$ cat config.mk
export PLATFORM = sky130hd
export DESIGN_NAME = pic_init_sequencer
export DESIGN_NICKNAME = d
export VERILOG_FILES = /design/src/rtl/pic_init_sequencer.sv
export SDC_FILE = /design/constraint.sdc
export NUM_CORES = 1
export LEC_CHECK = 0
export BUFFER_PORTS_ARGS = -buffer_cell sky130_fd_sc_hd__buf_2
export CELL_PAD_IN_SITES_DETAIL_PLACEMENT = 1
export CELL_PAD_IN_SITES_GLOBAL_PLACEMENT = 1
export CORE_ASPECT_RATIO = 1.5
export CORE_UTILIZATION = 46
export CTS_BUF_LIST = sky130_fd_sc_hd__clkbuf_8
export CTS_CLUSTER_SIZE = 20
export DETAILED_ROUTE_END_ITERATION = 8
export PLACE_DENSITY_LB_ADDON = 0.05
export SLEW_MARGIN = 20
export SYNTH_ARGS = -nofsm -noshare
export SYNTH_HDL_FRONTEND = slang
export SYNTH_SLANG_ARGS = --single-unit
$ cat constraint.sdc
create_clock -name CLK -period 3.6 [get_ports CLK]
set_input_delay 0.72 -clock CLK [delete_from_list [all_inputs] [get_ports CLK]]
set_output_delay 0.72 -clock CLK [all_outputs]
set_load 0.01 [all_outputs]
$ cat src/rtl/pic_init_sequencer.sv
// Bus-master sequencer that writes ICW1..ICW4 and OCW1 into the 8259 control unit.
// ICW3 and ICW4 are skipped according to the SNGL and IC4 bits of the latched ICW1.
module pic_init_sequencer #(
    parameter int unsigned STROBE_CYCLES = 2,
    parameter int unsigned GAP_CYCLES    = 1,
    parameter int unsigned CNT_W         = 4
) (
    input  logic       CLK,
    input  logic       RST_,
    input  logic       START,
    input  logic [7:0] ICW1,
    input  logic [7:0] ICW2,
    input  logic [7:0] ICW3,
    input  logic [7:0] ICW4,
    input  logic [7:0] OCW1,
    output logic       WR_ENABLE,
    output logic       A0,
    output logic [7:0] DATA_OUT,
    output logic       DATA_OE,
    output logic       BUSY,
    output logic       DONE,
    output logic       ERR
);

    typedef enum logic [2:0] {
        StIdle,
        StSetup,
        StStrobe,
        StHold,
        StGap,
        StFinish
    } state_e;

    localparam logic [CNT_W-1:0] STROBE_LOAD = CNT_W'(STROBE_CYCLES - 1);
    localparam logic [CNT_W-1:0] GAP_LOAD    = CNT_W'(GAP_CYCLES - 1);

    state_e           state_q, state_d;
    logic [CNT_W-1:0] cnt_q, cnt_d;
    logic [2:0]       idx_q, idx_d, idx_next;
    logic [7:0]       icw1_q, icw2_q, icw3_q, icw4_q, ocw1_q;
    logic [7:0]       icw1_d, icw2_d, icw3_d, icw4_d, ocw1_d;
    logic             last_word;
    logic [7:0]       word;
    logic             wr_d, a0_d, oe_d, busy_d, done_d, err_d;
    logic [7:0]       data_d;

    // Slot index: 0=ICW1, 1=ICW2, 2=ICW3, 3=ICW4, 4=OCW1, 5=end of list.
    always_comb begin
        idx_next = idx_q + 3'd1;
        if (idx_next == 3'd2 && icw1_q[1]) idx_next = 3'd3;
        if (idx_next == 3'd3 && !icw1_q[0]) idx_next = 3'd4;
        last_word = (idx_next == 3'd5);
    end

    always_comb begin
        state_d = state_q;
        cnt_d   = cnt_q;
        idx_d   = idx_q;
        icw1_d  = icw1_q;
        icw2_d  = icw2_q;
        icw3_d  = icw3_q;
        icw4_d  = icw4_q;
        ocw1_d  = ocw1_q;
        err_d   = 1'b0;
        unique case (state_q)
            StIdle: begin
                if (START && ICW1[4]) begin
                    icw1_d  = ICW1;
                    icw2_d  = ICW2;
                    icw3_d  = ICW3;
                    icw4_d  = ICW4;
                    ocw1_d  = OCW1;
                    idx_d   = 3'd0;
                    state_d = StSetup;
                end else if (START) begin
                    err_d = 1'b1;
                end
            end
            StSetup: begin
                cnt_d   = STROBE_LOAD;
                state_d = StStrobe;
            end
            StStrobe: begin
                if (cnt_q == '0) state_d = StHold;
                else cnt_d = cnt_q - 1'b1;
            end
            StHold: begin
                if (GAP_CYCLES != 0) begin
                    cnt_d   = GAP_LOAD;
                    state_d = StGap;
                end else if (last_word) begin
                    state_d = StFinish;
                end else begin
                    idx_d   = idx_next;
                    state_d = StSetup;
                end
            end
            StGap: begin
                if (cnt_q != '0) begin
                    cnt_d = cnt_q - 1'b1;
                end else if (last_word) begin
                    state_d = StFinish;
                end else begin
                    idx_d   = idx_next;
                    state_d = StSetup;
                end
            end
            StFinish: state_d = StIdle;
            default:  state_d = StIdle;
        endcase
    end

    // Outputs are decoded from the next state so the registered copies line up with it.
    always_comb begin
        case (idx_d)
            3'd0:    word = icw1_d;
            3'd1:    word = icw2_d;
            3'd2:    word = icw3_d;
            3'd3:    word = icw4_d;
            default: word = ocw1_d;
        endcase
        wr_d   = (state_d == StStrobe);
        oe_d   = (state_d == StSetup) || (state_d == StStrobe) || (state_d == StHold);
        busy_d = oe_d || (state_d == StGap);
        done_d = (state_d == StFinish);
        a0_d   = oe_d && (idx_d != 3'd0);
        data_d = oe_d ? word : 8'h00;
    end

    always_ff @(posedge CLK or negedge RST_) begin
        if (!RST_) begin
            state_q   <= StIdle;
            cnt_q     <= '0;
            idx_q     <= 3'd0;
            icw1_q    <= 8'h00;
            icw2_q    <= 8'h00;
            icw3_q    <= 8'h00;
            icw4_q    <= 8'h00;
            ocw1_q    <= 8'h00;
            WR_ENABLE <= 1'b0;
            A0        <= 1'b0;
            DATA_OUT  <= 8'h00;
            DATA_OE   <= 1'b0;
            BUSY      <= 1'b0;
            DONE      <= 1'b0;
            ERR       <= 1'b0;
        end else begin
            state_q   <= state_d;
            cnt_q     <= cnt_d;
            idx_q     <= idx_d;
            icw1_q    <= icw1_d;
            icw2_q    <= icw2_d;
            icw3_q    <= icw3_d;
            icw4_q    <= icw4_d;
            ocw1_q    <= ocw1_d;
            WR_ENABLE <= wr_d;
            A0        <= a0_d;
            DATA_OUT  <= data_d;
            DATA_OE   <= oe_d;
            BUSY      <= busy_d;
            DONE      <= done_d;
            ERR       <= err_d;
        end
    end

endmodule
==> results of run 1 <==
## Yosys cell counts, drive strengths merged (2+ instances only)
cell      n
o21ai     4
or3b      2
mux2i     7
inv      20
a211o     9
mux2     40
nor4      3
o31ai     2
nand3b    2
nand2     5
nor2      8
a21boi    2
nor2b    11
or3       3
dfrtp    64
o221ai    4
a21oi    17
buf      11
ha        4
xnor2     3
a2111oi   8
o311ai    4
and2      2
nand3     4
clkbuf    4
## final timing paths
kind / from / cells past startpoint / to / slack (ns)
worst min-delay path: icw1_q[4] / 2 / icw1_q[4] / 0.46
worst min register to register: icw1_q[4] / 2 / icw1_q[4] / 0.46
worst max register to register: idx_q[1] / 10 / DATA_OUT[7] / 0.47
worst max-delay path: idx_q[1] / 10 / DATA_OUT[7] / 0.47
max in group asynchronous: RST_ / 2 / icw4_q[5] / 2.51
min in group asynchronous: RST_ / 2 / icw4_q[7] / 0.56
## flip-flops by register name (all words and copies together) (netlist names), 3 cells and up
register / cells
idx_q: 3
DATA_OUT: 8
icw2_q: 8
ocw1_q: 8
icw3_q: 8
icw4_q: 8
icw1_q: 8
cnt_q: 4
state_q: 3
## cells by family after synthesis
logic type | Yosys count
flip-flops | 64
XOR/XNOR | 4
buffers and inverters | 35
adder cells (fa/ha/maj) | 5
AO/OA/AOI/OAI | 59
multiplexers | 47
AND/OR/NAND/NOR | 44
## metrics by stage
step | instance area, µm² | power [mW] | instances | hold slack [ns]
after floorplan | 3149 | 2.235 | 258 | 0.4115
after global placement | 3491 | 2.530 | 383 | 0.4606
after detailed placement | 3491 | 2.588 | 383 | 0.4528
after CTS | 3690 | 3.226 | 399 | 0.4721
after global routing | 3690 | 3.420 | 399 | 0.4995
final | 3690 | 3.182 | 399 | 0.4627
## metal layers
layer,vias up,share of wire (%)
li1,1058,-
met1,1118,43
met2,41,52
met3,11,3.7
met4,0,1.5
met5,-,0
## where the power goes
group	total, mW	internal [mW]	switching [mW]	leakage, nW
Clock	0.624	0.350	0.273	0.112
Sequential	1.24	1.05	0.186	0.781
Combinational	1.32	0.639	0.681	0.900
Total	3.18	2.04	1.14	1.79
## final cells by class
type | instances | area share, %
Tap cell | 76 | 2.577
Multi-Input combinational cell | 159 | 37.37
Sequential cell | 64 | 43.40
Clock inverter | 5 | 1.289
Clock buffer | 11 | 4.103
Timing Repair Buffer | 64 | 9.223
Inverter | 20 | 2.035
## critical path, stage by stage, from the launching register on
cell and delay (ns):
sky130_fd_sc_hd__dfrtp_1 0.44, sky130_fd_sc_hd__inv_1 0.11, sky130_fd_sc_hd__ha_1 0.20, sky130_fd_sc_hd__a21boi_0 0.53, sky130_fd_sc_hd__o2bb2ai_1 0.25, sky130_fd_sc_hd__o311ai_4 0.26, sky130_fd_sc_hd__buf_4 0.21, sky130_fd_sc_hd__and2_1 0.16
sky130_fd_sc_hd__buf_4 0.19, sky130_fd_sc_hd__mux2_2 0.35, sky130_fd_sc_hd__a211o_1 0.29
==> impl_metrics.prom, run 1 <==
# TYPE chip_impl_metric gauge
chip_impl_metric{name="die_area",unit="mm²"} 0.007188
chip_impl_metric{name="met3_usage",unit="%"} 5.814
chip_impl_metric{name="wl_per_cell",unit="µm"} 17.65
chip_impl_metric{name="drc_errors",unit=""} 0
chip_impl_metric{name="multi_input_comb_area",unit="mm²"} 0.001379
chip_impl_metric{name="power-per-cell-area",unit="mW/mm²"} 862.5
chip_impl_metric{name="slew_headroom",unit="%"} 44.57
chip_impl_metric{name="place.detailed.hpwl",unit="µm"} 4907
chip_impl_metric{name="setup_viol",unit=""} 0
chip_impl_metric{name="synth.area.mux_share",unit="%"} 16.65
chip_impl_metric{name="max_freq",unit="MHz"} 319.8
chip_impl_metric{name="hold_viol",unit=""} 0
chip_impl_metric{name="std_cell_rows",unit=""} 36
chip_impl_metric{name="fin_crit_sh",unit="%"} 86.87
chip_impl_metric{name="synth.yosys.seq_area_share",unit="%"} 50.85
chip_impl_metric{name="placement.io_buffers",unit=""} 56
chip_impl_metric{name="route.vias.total",unit=""} 2228
chip_impl_metric{name="grt_antenna_before_repair",unit=""} 0
chip_impl_metric{name="drv_cap",unit=""} 0
chip_impl_metric{name="placeable_core_area",unit="mm²"} 0.006576
chip_impl_metric{name="initial_core_util",unit="%"} 47.89
chip_impl_info{name="crit_type",value="reg2reg"} 1
chip_impl_metric{name="fin_worst_skew",unit="ns"} 0.009943
chip_impl_metric{name="antenna_left",unit=""} 0
chip_impl_metric{name="insertedDiodeCount",unit=""} 0
chip_impl_metric{name="grt.overflow.total",unit=""} 0
chip_impl_metric{name="globalRouteMet1Util",unit="%"} 25.83
chip_impl_metric{name="count_of_final_max_slew_check_failures",unit=""} 0
chip_impl_metric{name="synthXorXnorAreaFrac",unit="%"} 1.351
chip_impl_info{name="clock_tree_from_tritoncts",value="built"} 1
chip_impl_metric{name="cts-hold-fix-buffers",unit=""} 0
chip_impl_metric{name="worst-slew-pin-transition",unit="ns"} 0.8314
chip_impl_metric{name="synth_cells",unit=""} 258
chip_impl_metric{name="post-place-ws",unit="ns"} 0.5386
chip_impl_metric{name="synth_compound_area_share",unit="%"} 14.70
chip_impl_metric{name="fp.dieW",unit="µm"} 69.56
chip_impl_metric{name="leakagePower",unit="nW"} 1.793
chip_impl_metric{name="cts_max_path_buffers",unit=""} 2
chip_impl_info{name="cts-root-buf",value="sky130_fd_sc_hd__clkbuf_8"} 1
chip_impl_metric{name="cts-htree-levels",unit=""} 3
chip_impl_info{name="top_usage_layer",value="met2"} 1
chip_impl_info{name="rsz0062_at_grt",value="no"} 1
chip_impl_metric{name="globalRouteMet2Util",unit="%"} 38.16
chip_impl_metric{name="viasPerCell",unit=""} 5.584
chip_impl_metric{name="pin_count_of_the_biggest_net_entering_global_routing",unit=""} 65
chip_impl_metric{name="timing.critical_path.arrival",unit="ns"} 3.35
chip_impl_info{name="final_common_cell",value="sky130_fd_sc_hd__dfrtp_1"} 1
chip_impl_metric{name="worst-path-max-fanout",unit=""} 10
chip_impl_metric{name="gp_routability_congestion",unit=""} 0.8696
chip_impl_info{name="main_combinational_cell_family_by_area_after_synthesis",value="multiplexers"} 1
chip_impl_metric{name="filler_cell_count",unit=""} 711
chip_impl_metric{name="clk_latency",unit="ns"} 0.35
chip_impl_info{name="critical_path.endpoint_type",value="flop"} 1
chip_impl_metric{name="grt_pass1_wl",unit="µm"} 11860
chip_impl_info{name="yosys-top-cells-area",value="sky130_fd_sc_hd__dfrtp_1 (51%), sky130_fd_sc_hd__mux2_2 (14%), sky130_fd_sc_hd__a21oi_1 (2.7%), sky130_fd_sc_hd__a211o_1 (2.5%), sky130_fd_sc_hd__inv_1 (2.4%)"} 1
chip_impl_metric{name="fin_ws",unit="ns"} 0.4729
chip_impl_metric{name="post_route_cells_drive_above_1_share",unit="%"} 39.32
chip_impl_metric{name="synth_largest_type_area_fraction",unit="%"} 50.85
chip_impl_metric{name="first_drt_pass_iteration_count",unit=""} 4
chip_impl_metric{name="die_h",unit="µm"} 103.3
chip_impl_metric{name="layout-area-overhead-vs-synth",unit="%"} 17.16
chip_impl_metric{name="area.sequential",unit="mm²"} 0.001602
chip_impl_metric{name="synth_simple_gate_area_share",unit="%"} 9.098
chip_impl_metric{name="final_routed_wirelength",unit="µm"} 7044
chip_impl_metric{name="irDropWorstVdd",unit="µV"} 430.1
chip_impl_info{name="most-common-layout-cells",value="sky130_fd_sc_hd__dfrtp_1 (64), sky130_fd_sc_hd__buf_2 (56), sky130_fd_sc_hd__mux2_2 (39)"} 1
chip_impl_metric{name="detail_route.iter0.violations",unit=""} 59
chip_impl_metric{name="edff_count_synth",unit=""} 0
chip_impl_info{name="synth-main-ff-cell",value="sky130_fd_sc_hd__dfrtp_1"} 1
chip_impl_info{name="worstHoldPathType",value="reg2reg"} 1
chip_impl_info{name="result_of_the_run",value="finished clean"} 1
chip_impl_metric{name="syn-num-nets",unit=""} 305
chip_impl_metric{name="final_net_count",unit=""} 365
chip_impl_metric{name="grt_pass1_vias",unit=""} 2401
chip_impl_info{name="crit_path_start_kind",value="flop"} 1
chip_impl_metric{name="worst-endpoint-required",unit="ns"} 3.82
chip_impl_metric{name="mappedNetlistArea",unit="mm²"} 0.003149
chip_impl_info{name="netlist.top_cell.by_area",value="sky130_fd_sc_hd__dfrtp_1"} 1
chip_impl_metric{name="postSynthRegisterBits",unit=""} 64
chip_impl_metric{name="clk_pin_slew_worst_setup_hold_paths",unit="ns"} 0.07
chip_impl_metric{name="cts_post_setup_buffers_inserted",unit=""} 0
chip_impl_metric{name="async_flop_share",unit="%"} 100.0
chip_impl_metric{name="num_io_pins",unit=""} 57
chip_impl_metric{name="final_period_minus_worst_setup_slack",unit="ns"} 3.127
chip_impl_metric{name="setup_total_negative_slack",unit="ns"} 0
chip_impl_metric{name="synth.lib_cells_used.distinct",unit=""} 48
chip_impl_metric{name="post_cts_resize_count",unit=""} 0
chip_impl_metric{name="synth_warnings",unit=""} 0
chip_impl_metric{name="numCtsBuffers",unit=""} 9
chip_impl_metric{name="postSynthAreaPerCell",unit="µm²"} 12.21
chip_impl_metric{name="synthAdderAreaFrac",unit="%"} 1.907
chip_impl_metric{name="utilization",unit="%"} 56.11
chip_impl_metric{name="clock_sinks",unit=""} 64
chip_impl_metric{name="grt_util_all_layers",unit="%"} 21.84
Power figures use the tool's default switching activity.
==> inputs of run 2 (changes only) <==
BUFFER_PORTS_ARGS = -buffer_cell sky130_fd_sc_hd__buf_4   (was -buffer_cell sky130_fd_sc_hd__buf_2)
==> run 2 against run 1 <==
Clock skew rose by 0.0041 ns. Design area rose by 3.9%. Non-clock buffer count rose by 2. Via count fell by 0.36%. Maximum frequency barely moved. Combinational power rose by 8%. Die area did not move. Worst hold slack barely moved. Register-to-register slack barely moved. Global-route usage rose by 0.95 points. Critical path type unchanged. Critical endpoint is now DATA_OUT[3]. Highest routed layer unchanged.
==> impl_metrics.prom, run 2 (synthesis gave the netlist of run 1 again) <==
# TYPE chip_impl_metric gauge
chip_impl_metric{name="die_h",unit="µm"} 103.3
chip_impl_metric{name="placement.io_buffers",unit=""} 56
chip_impl_metric{name="clk_latency",unit="ns"} 0.35
chip_impl_metric{name="irDropWorstVdd",unit="µV"} 386.4
chip_impl_metric{name="grt_antenna_before_repair",unit=""} 0
chip_impl_metric{name="fp.dieW",unit="µm"} 69.56
chip_impl_metric{name="setup_viol",unit=""} 0
chip_impl_metric{name="insertedDiodeCount",unit=""} 0
chip_impl_metric{name="switching_share",unit="%"} 36.74
chip_impl_metric{name="leakagePower",unit="nW"} 1.829
chip_impl_metric{name="fin_worst_skew",unit="ns"} 0.01406
chip_impl_metric{name="cts-htree-levels",unit=""} 3
chip_impl_metric{name="grt_util_all_layers",unit="%"} 22.79
chip_impl_info{name="critical_path.endpoint_type",value="flop"} 1
chip_impl_metric{name="grt_pass1_vias",unit=""} 2479
chip_impl_metric{name="max_freq",unit="MHz"} 319.8
chip_impl_metric{name="clk_network_pwr_share",unit="%"} 18.4
chip_impl_metric{name="die_area",unit="mm²"} 0.007188
chip_impl_metric{name="worst-path-max-fanout",unit=""} 12
chip_impl_metric{name="pin_count_of_the_biggest_net_entering_global_routing",unit=""} 65
chip_impl_metric{name="internal_power",unit="mW"} 2.068
chip_impl_metric{name="placeable_core_area",unit="mm²"} 0.006576
chip_impl_metric{name="std_cell_rows",unit=""} 36
chip_impl_metric{name="total_power",unit="mW"} 3.269
chip_impl_metric{name="power-per-cell-area",unit="mW/mm²"} 852.8
chip_impl_metric{name="numCtsBuffers",unit=""} 9
chip_impl_metric{name="grt.overflow.total",unit=""} 0
chip_impl_metric{name="drv_cap",unit=""} 0
chip_impl_metric{name="regToRegSetupSlack",unit="ns"} 0.47
chip_impl_metric{name="clock_sinks",unit=""} 64
chip_impl_metric{name="pwr-share-comb",unit="%"} 43.8
chip_impl_metric{name="final_net_count",unit=""} 367
chip_impl_metric{name="final_routed_wirelength",unit="µm"} 7581
chip_impl_metric{name="num_io_pins",unit=""} 57
chip_impl_metric{name="viasPerCell",unit=""} 5.536
chip_impl_metric{name="net_sw_power",unit="mW"} 1.201
chip_impl_info{name="rsz0062_at_grt",value="no"} 1
chip_impl_metric{name="slew_headroom",unit="%"} 45.04
chip_impl_info{name="crit_path_start_kind",value="flop"} 1
chip_impl_metric{name="gp_routability_congestion",unit=""} 0.8277
chip_impl_metric{name="detail_route.iter0.violations",unit=""} 48
chip_impl_info{name="most-common-layout-cells",value="sky130_fd_sc_hd__buf_4 (66), sky130_fd_sc_hd__dfrtp_1 (64), sky130_fd_sc_hd__mux2_2 (39)"} 1
chip_impl_metric{name="cts-hold-fix-buffers",unit=""} 0
chip_impl_metric{name="layout-area-overhead-vs-synth",unit="%"} 21.73
chip_impl_info{name="cts-root-buf",value="sky130_fd_sc_hd__clkbuf_8"} 1
chip_impl_metric{name="antenna_left",unit=""} 0
chip_impl_metric{name="final.hold.worst_slack",unit="ns"} 0.4626
chip_impl_metric{name="route.vias.total",unit=""} 2220
chip_impl_info{name="clock_tree_from_tritoncts",value="built"} 1
chip_impl_metric{name="count_of_final_max_slew_check_failures",unit=""} 0
chip_impl_metric{name="post_cts_resize_count",unit=""} 0
chip_impl_metric{name="cts_max_path_buffers",unit=""} 2
chip_impl_metric{name="timing.critical_path.arrival",unit="ns"} 3.34
chip_impl_metric{name="post_route_cells_drive_above_1_share",unit="%"} 40.00
chip_impl_info{name="result_of_the_run",value="finished clean"} 1
chip_impl_metric{name="hold_viol",unit=""} 0
chip_impl_info{name="worstHoldPathType",value="reg2reg"} 1
chip_impl_metric{name="area_of_all_placed_cells_without_fillers",unit="mm²"} 0.003834
chip_impl_metric{name="worst-slew-pin-transition",unit="ns"} 0.8245
chip_impl_metric{name="filler_cell_count",unit=""} 689
chip_impl_metric{name="fin_crit_sh",unit="%"} 86.86
chip_impl_metric{name="worst-endpoint-required",unit="ns"} 3.82
chip_impl_info{name="final_common_cell",value="sky130_fd_sc_hd__buf_4"} 1
chip_impl_metric{name="clk_pin_slew_worst_setup_hold_paths",unit="ns"} 0.07
chip_impl_metric{name="placedInstanceArea",unit="mm²"} 0.003646
chip_impl_metric{name="first_drt_pass_iteration_count",unit=""} 4
chip_impl_metric{name="grt_pass1_wl",unit="µm"} 12330
chip_impl_metric{name="setup_total_negative_slack",unit="ns"} 0
chip_impl_metric{name="wl_per_cell",unit="µm"} 18.91
chip_impl_metric{name="sequentialPowerShare",unit="%"} 37.8
chip_impl_metric{name="cts_post_setup_buffers_inserted",unit=""} 0
chip_impl_metric{name="initial_core_util",unit="%"} 47.89
chip_impl_metric{name="final_period_minus_worst_setup_slack",unit="ns"} 3.127
chip_impl_metric{name="place.detailed.hpwl",unit="µm"} 5493
chip_impl_metric{name="drc_errors",unit=""} 0
chip_impl_info{name="crit_type",value="reg2reg"} 1
==> run 2: cell types whose count changed in the layout (fill, tap and decap cells not counted), sizes merged <==
cell | previous run | this run
buf | 64 | 66
clkinv | 2 | 3
clkinvlp | 0 | 2
clkbuf | 11 | 9
inv | 22 | 21
==> run 2: worst paths after layout <==
path,start,to,depth (start not counted)
worst max-delay path,idx_q[1],DATA_OUT[3],9
worst min-delay path,icw1_q[4],icw1_q[4],2
max in group asynchronous,RST_,A0,1
worst min register to register,icw1_q[4],icw1_q[4],2
worst max register to register,idx_q[1],DATA_OUT[3],9
min in group asynchronous,RST_,cnt_q[2],1
==> run 2: layout make-up <==
cell class                      instances  area, µm²  area share [%]
Multi-Input combinational cell        159       1379           35.97
Clock buffer                            9      123.9           3.231
Tap cell                               76      95.09           2.480
Sequential cell                        64       1602           41.78
Inverter                               20      75.07           1.958
Timing Repair Buffer                   66      495.5           12.92
Clock inverter                          7      63.81           1.664
==> run 2: power by group through the flow <==
stage	Clock (mW)	Combinational [mW]	Sequential (mW)
3_5_place_dp	0	1.45	1.25
6_report	0.602	1.43	1.24
3_3_place_gp	0	1.40	1.23
4_1_cts	0.617	1.46	1.24
5_1_grt	0.644	1.59	1.27
2_1_floorplan	0	1.05	1.19
==> run 2: metal layers <==
| layer | up-vias | track usage, % | share of wire [%] |
|---|---|---|---|
| met1 | 1115 | 24.70 | 39 |
| met2 | 39 | 43.91 | 57 |
| met3 | 7 | 4.457 | 2.6 |
| met5 | - | 0 | 0 |
| li1 | 1059 | - | - |
| met4 | 0 | 8.477 | 1.0 |
==> run 2: metrics by stage <==
stage / worst slack (ns) / std cells / util, %
after floorplan: 0.9172 / 258 / -
after CTS: 0.4746 / 401 / 58.30
after global placement: 0.6470 / 385 / 55.44
after detailed placement: 0.5326 / 385 / 55.44
final: 0.4731 / 401 / 58.30
after global routing: 0.2627 / 401 / 58.30
==> run 2: worst max-delay path, stage by stage (launching register included) <==
cell and delay (ns):
sky130_fd_sc_hd__dfrtp_1 0.45, sky130_fd_sc_hd__inv_1 0.09, sky130_fd_sc_hd__ha_1 0.21, sky130_fd_sc_hd__a21boi_0 0.46
sky130_fd_sc_hd__o2bb2ai_1 0.26, sky130_fd_sc_hd__o311ai_4 0.28, sky130_fd_sc_hd__and2_1 0.32, sky130_fd_sc_hd__buf_4 0.26
sky130_fd_sc_hd__mux2_2 0.36, sky130_fd_sc_hd__a211o_1 0.31
